===== src/rtl/regfile_write_arbiter.sv =====
// Round-robin arbiter sharing the register-file write port among R requesters.
// Define REGFILE_ARB_CLEAR_EN to build the zero-sweep engine behind clr_start/clr_busy.
//
// state    | meaning
// ---------+-------------------------------------------------------------
// ST_IDLE  | normal arbitration; clr_start accepted here
// ST_SWEEP | writing zero to address cnt each cycle, arbitration frozen
module regfile_write_arbiter #(
  parameter int M = 3,
  parameter int N = 3,
  parameter int R = 4
) (
  input  logic                 clk,
  input  logic                 rst_n,
  input  logic [R-1:0]         req,
  input  logic [R*(M+1)-1:0]   req_addr,
  input  logic [R*(N+1)-1:0]   req_data,
  output logic [R-1:0]         gnt,
  output logic                 we,
  output logic [M:0]           wa,
  output logic [N:0]           wd,
  input  logic                 clr_start,
  output logic                 clr_busy
);

  localparam int PW = (R > 1) ? $clog2(R) : 1;

  logic [PW-1:0] ptr;
  logic [PW-1:0] win_idx;
  logic [PW-1:0] ptr_nxt;
  logic          win_vld;
  logic          arb_block;
  logic          xfer;
  logic          sweep_on;
  logic [M:0]    cnt;
  int            scan;

  // Search starts at ptr and wraps; the first requester found wins.
  always_comb begin
    win_vld = 1'b0;
    win_idx = '0;
    scan    = 0;
    for (int k = 0; k < R; k++) begin
      scan = (int'(ptr) + k) % R;
      if (!win_vld && req[scan[PW-1:0]]) begin
        win_vld = 1'b1;
        win_idx = scan[PW-1:0];
      end
    end
  end

  assign ptr_nxt = (win_idx == PW'(R - 1)) ? '0 : win_idx + 1'b1;
  assign xfer    = win_vld & ~arb_block;

  always_comb begin
    gnt = '0;
    if (xfer) gnt[win_idx] = 1'b1;
  end

`ifdef REGFILE_ARB_CLEAR_EN
  typedef enum logic {ST_IDLE, ST_SWEEP} state_t;

  state_t state;
  state_t state_nxt;
  logic   clr_accept;

  always_ff @(posedge clk) begin
    if (!rst_n) begin
      state <= ST_IDLE;
      cnt   <= '0;
    end else begin
      state <= state_nxt;
      if (clr_accept)    cnt <= '0;
      else if (sweep_on) cnt <= cnt + 1'b1;
    end
  end

  always_comb begin
    state_nxt  = state;
    clr_accept = 1'b0;
    sweep_on   = 1'b0;
    case (state)
      ST_IDLE: begin
        if (rst_n && clr_start) begin
          clr_accept = 1'b1;
          state_nxt  = ST_SWEEP;
        end
      end
      ST_SWEEP: begin
        sweep_on = 1'b1;
        if (&cnt) state_nxt = ST_IDLE;
      end
      default: state_nxt = ST_IDLE;
    endcase
  end

  assign arb_block = ~rst_n | clr_accept | sweep_on;
  assign clr_busy  = clr_accept | sweep_on;
`else
  logic unused_clr_start;

  assign unused_clr_start = clr_start;
  assign sweep_on         = 1'b0;
  assign cnt              = '0;
  assign arb_block        = ~rst_n;
  assign clr_busy         = 1'b0;
`endif

  // wa/wd hold their last value on idle cycles; only we drops.
  always_ff @(posedge clk) begin
    if (!rst_n) begin
      we  <= 1'b0;
      wa  <= '0;
      wd  <= '0;
      ptr <= '0;
    end else if (sweep_on) begin
      we <= 1'b1;
      wa <= cnt;
      wd <= '0;
    end else if (xfer) begin
      we  <= 1'b1;
      wa  <= req_addr[win_idx*(M+1) +: (M+1)];
      wd  <= req_data[win_idx*(N+1) +: (N+1)];
      ptr <= ptr_nxt;
    end else begin
      we <= 1'b0;
    end
  end

endmodule


===== config.mk =====
export PLATFORM = sky130hd
export DESIGN_NAME = regfile_write_arbiter
export DESIGN_NICKNAME = d
export VERILOG_FILES = /design/src/rtl/regfile_write_arbiter.sv
export SDC_FILE = /design/constraint.sdc
export NUM_CORES = 1
export LEC_CHECK = 0
export ABC_AREA = 0
export CORE_MARGIN = 2
export CORE_UTILIZATION = 38
export CTS_CLUSTER_SIZE = 14
export DETAILED_ROUTE_END_ITERATION = 8
export GPL_ROUTABILITY_DRIVEN = 0
export MAX_ROUTING_LAYER = met4
export PLACE_DENSITY = 0.84
export SLEW_MARGIN = 40
export SYNTH_ARGS = -nofsm -noshare
export SYNTH_HDL_FRONTEND = slang
export SYNTH_SLANG_ARGS = --single-unit

===== constraint.sdc =====
create_clock -name clk -period 5 [get_ports clk]
set_input_delay 0.5 -clock clk [delete_from_list [all_inputs] [get_ports clk]]
set_output_delay 0.5 -clock clk [all_outputs]
set_load 0.02 [all_outputs]

# Word-level counts from Yosys, hierarchy flattened
# Cells that the tools add are included.
# totals
reg_bits,11
latchBits,0
ram_bits,0
romBits,0
input_bits,39
output_inout_bits,14
word_cells,46
mem_count,0
# classes
n_addsub,4
mul,0
div,0
n_lt_le_gt_ge,6
eq_ne,1
shift,2
n_mux,21
bitwise,1
n_reduce_logical,7
# ops
cell,n
$shiftx 16x5->4,2
$lt 2x3->1 const B,5
$mux 1,10
$mux 2,5
$bmux 1 s2,4
$add 2x1->2 const B,2
$add 2x2->2 const B,2
$logic_and 1x1->1,4
$mux 4,1
$logic_not 1->1,3
$demux 1 s2,1
$eq 2x2->1 const B,1
$ge 2x1->1 const B,1
$and 1x1->1,1

# Longest topological paths before layout
# logic_depth
word_depth,17
mapped_depth,8
mapped_depth_nobuf,7

# Least setup slack after synthesis
# Ideal clock, no wire load.
# synth_path
path_kind,in2out
start,in req[1]
end,out gnt[1]
arrival_ns,1.728
t_required_ns,4.500
slack_ns,2.772
path_stages,6
n_path_buf,1
path_cell_list,clkbuf_1 > inv_1 > a311o_1 > nand2_1 > nand2_1 > nor3_1
# synth_via
elab_chain_cells,17
# synth_lines
element,line,rtl
from (decl),15,"input logic [R-1:0] req,"
$bmux 1 s2,45,if (!win_vld && req[scan[PW-1:0]]) begin
$mux 1 (not written as such),45,
$mux 1,45,
$logic_not 1->1,45,
$logic_and 1x1->1,45,
$mux 1,45,
$logic_not 1->1,45,
$logic_and 1x1->1,45,
$mux 1,45,
$logic_not 1->1,45,
$logic_and 1x1->1,45,
$mux 2,45,
$lt 2x3->1 (not written as such) or $ge 2x1->1 (tied branches),57,if (xfer) gnt[win_idx] = 1'b1;
$logic_and 1x1->1 (not written as such),57,
$mux 1 (not written as such),57,
$demux 1 s2,57,
$mux 4 *,57,
to (decl),18,"output logic [R-1:0] gnt,"
# Every way passes the cells marked *; elsewhere a longest branch is shown, timed or not. The select of a mux whose other input is x is not followed.

# Worst setup path after layout
# layout_path
start,in req[0]
end,out gnt[3]
# Same word-level chain as after synthesis.

==> results.json <==
{
  "outcome": "complete, no violations",
  "grt_pass1_vias": 961,
  "gr-total-overflow": 0,
  "syn_area_um2": 793,
  "grt_pass1_wl_um": 4380,
  "finalCritPeriodShare": 0.645,
  "cp_max_fo": 6,
  "holdPathStages": 2,
  "hold_path_class": "register to register",
  "final.setup.tns_ns": 0,
  "clock_latency_ns": 0.27,
  "synth_cells": 96,
  "synth.avg_cell_area_um2": 8.26,
  "crit_family": "buffers and inverters",
  "fillers": 176,
  "die_y_um": 49.7,
  "cp_num_buf_inv": 3,
  "path_clk_slew_ns": 0.07,
  "hp-start": "wa[0]",
  "reg2reg_from": "ptr[1]",
  "end_kind": "primary output",
  "hold_viol": 0,
  "drtIter0Drc": 27,
  "drcViolationCount": 0,
  "cts-root-buf": "clkbuf_4",
  "rsz0062_at_grt": "no",
  "io_pins": 53,
  "ys_ff_latch": 11,
  "port_buffers": 50,
  "path_class": "input pin to primary output",
  "drive_above_1_share": 0.0621,
  "clock_sinks": 11,
  "placementRows": 16,
  "syn_nets": 136,
  "ant_nets": 0,
  "antenna_found_initial": 0,
  "synthArstFlopShare": 0,
  "yosys_warnings": 0,
  "numCtsBuffers": 3,
  "place_inst": 168,
  "crit_arrival_ns": 2.73,
  "finalPower_uw": 365,
  "design.core.area_um2": 1960,
  "netlist_top_cells_area": "dfxtp_1 (28%), mux2i_1 (10%), nand3_1 (6.3%), o221ai_1 (5.5%), o21ai_0 (4.4%)",
  "critical_path_required_ns": 4.50,
  "power_density_nw_per_um2": 274,
  "finalClockSkew_ns": 0.00638,
  "synthFlopType": "dfxtp_1",
  "seq_area_frac_synth": 0.278,
  "final_nets": 186,
  "reg2reg_depth": 5,
  "h-tree-depth": 1,
  "wl_um": 2640,
  "fin_crit_ns": 3.23,
  "yosysTopAreaCell": "dfxtp_1",
  "setup_violations": 0,
  "synthDistinctLibCells": 31,
  "synth.top_cells.by_count": "dfxtp_1 (11), nand3_1 (10), mux2i_1 (8), o21ai_0 (7)",
  "yosysMostFrequentCell": "dfxtp_1",
  "antenna_cells": 0,
  "cp.depth": 8,
  "dieArea_um2": 2470,
  "wl_per_cell_um": 15.4,
  "die_x_um": 49.7,
  "hold_end": "wa[0]",
  "dr.pass1.iters": 4,
  "worst_slew_pin_slew_ns": 0.560,
  "globalRouteTotalUtil": 0.233,
  "final_max_slew_viol_count": 0,
  "cts_resized": 0,
  "layoutNonFillerInstCount": 172,
  "utilization": 0.680,
  "cellLeakagePower_uw": 0.000541,
  "fmax_ghz": 0.310,
  "slew-limit-headroom": 0.624,
  "max_stage_delay_ns": 0.60,
  "crit_chain": "clkdlybuf4s50_1 -> nand2_1 -> a311o_1 -> nand2_1 -> inv_1 -> ha_1 -> and3_1 -> clkdlybuf4s50_1",
  "syn_to_final_growth_pct": 68.3,
  "cts_tree": "built",
  "post-dp-hpwl_um": 2040,
  "synth_edf_count": 0,
  "grt_max_degree": 14,
  "cp-start-kind": "input pin",
  "cts_hold_buf": 0,
  "r2r-end": "wd[2]",
  "postCtsSetupBuffers": 0,
  "cap_viol_max_count": 0,
  "avgViaCountPerCell": 5.66,
  "clockBufferDepth": 2,
  "start_util": 0.404,
  "ir_worst_vdd_mv": 0.163,
  "critPathSlowestCell": "clkdlybuf4s50_1",
  "r2r_slack_ns": 3.08,
  "dr_total_vias": 974,
  "netlist.area_leader.share": 0.278
}
## cell families after synthesis
| family | after synthesis | share of synthesized area |
|---|---|---|
| DFF | 11 | 0.278 |
| adders and majority gates | 1 | 0.0158 |
| buffers and inverters | 9 | 0.0536 |
| muxes | 9 | 0.120 |
| other | 1 | 0.00473 |
| and+or+nand+nor | 33 | 0.230 |
| AOI/OAI and AO/OA | 32 | 0.298 |
## metal layers
metal	global-route usage	wire length, µm	vias to the layer above
li1	-	-	467
met1	0.285	1160	467
met2	0.396	1330	34
met3	0.0182	116	6
met4	0.0926	36	0
met5	-	0	-
## area by class of cell
| type | count | area [µm²] | area share |
|---|---|---|---|
| inverters | 4 | 15.0 | 0.0112 |
| repair buffers | 50 | 500 | 0.375 |
| flip-flops and latches | 11 | 220 | 0.165 |
| clock buffers | 4 | 26.3 | 0.0197 |
| multi-input cells | 76 | 539 | 0.404 |
| well taps | 27 | 33.8 | 0.0253 |
## report_power, final
part | switching [µW] | internal (µW)
Sequential | 10.7 | 104
Clock | 31.8 | 30.9
Combinational | 93.2 | 95.1
## state kept, by name (all words and copies together) (netlist names)
| register | cells |
|---|---|
| wa | 4 |
| wd | 4 |
| ptr | 2 |
| we | 1 |
## per-stage QoR
step	setup WS (ns)	instance area (µm²)	hold slack, ns
after floorplan	2.77	793	0.483
after global placement	1.75	1300	0.468
after detailed placement	1.65	1300	0.475
after CTS	1.64	1330	0.495
after global routing	1.66	1340	0.544
final	1.77	1340	0.499
## layout by cell type (no fill, tap or decap), types with 2 or more instances in the layout
cell type / synthesis / layout
o221ai_1: 5 / 5
a21oi_1: 4 / 4
a21o_1: 3 / 3
nor2b_1: 2 / 2
inv_1: 4 / 4
o22ai_1: 3 / 3
and3_1: 4 / 4
dfxtp_1: 11 / 11
a311o_1: 2 / 2
clkbuf_4: 0 / 3
nand3_1: 10 / 10
nand2_1: 5 / 5
mux2i_1: 8 / 8
nor2_1: 5 / 5
a211oi_1: 4 / 4
o21ai_0: 7 / 7
nand2b_1: 2 / 2
clkdlybuf4s50_1: 0 / 50
## worst min-delay path: stages, from the launching register on
cell and delay [ns]:
dfxtp_1 0.33, nand3_1 0.07, o221ai_1 0.07
## how the worst max path moves through the flow
stage	slack (ns)	to	startpoint
2_1_floorplan	2.77	gnt[1]	req[1]
3_3_place_gp	1.75	gnt[1]	req[1]
3_5_place_dp	1.65	gnt[1]	req[1]
4_1_cts	1.64	gnt[1]	req[1]
5_1_grt	1.66	gnt[1]	req[1]
6_report	1.77	gnt[3]	req[0]
Note: power is estimated with default switching activity, not from simulation.
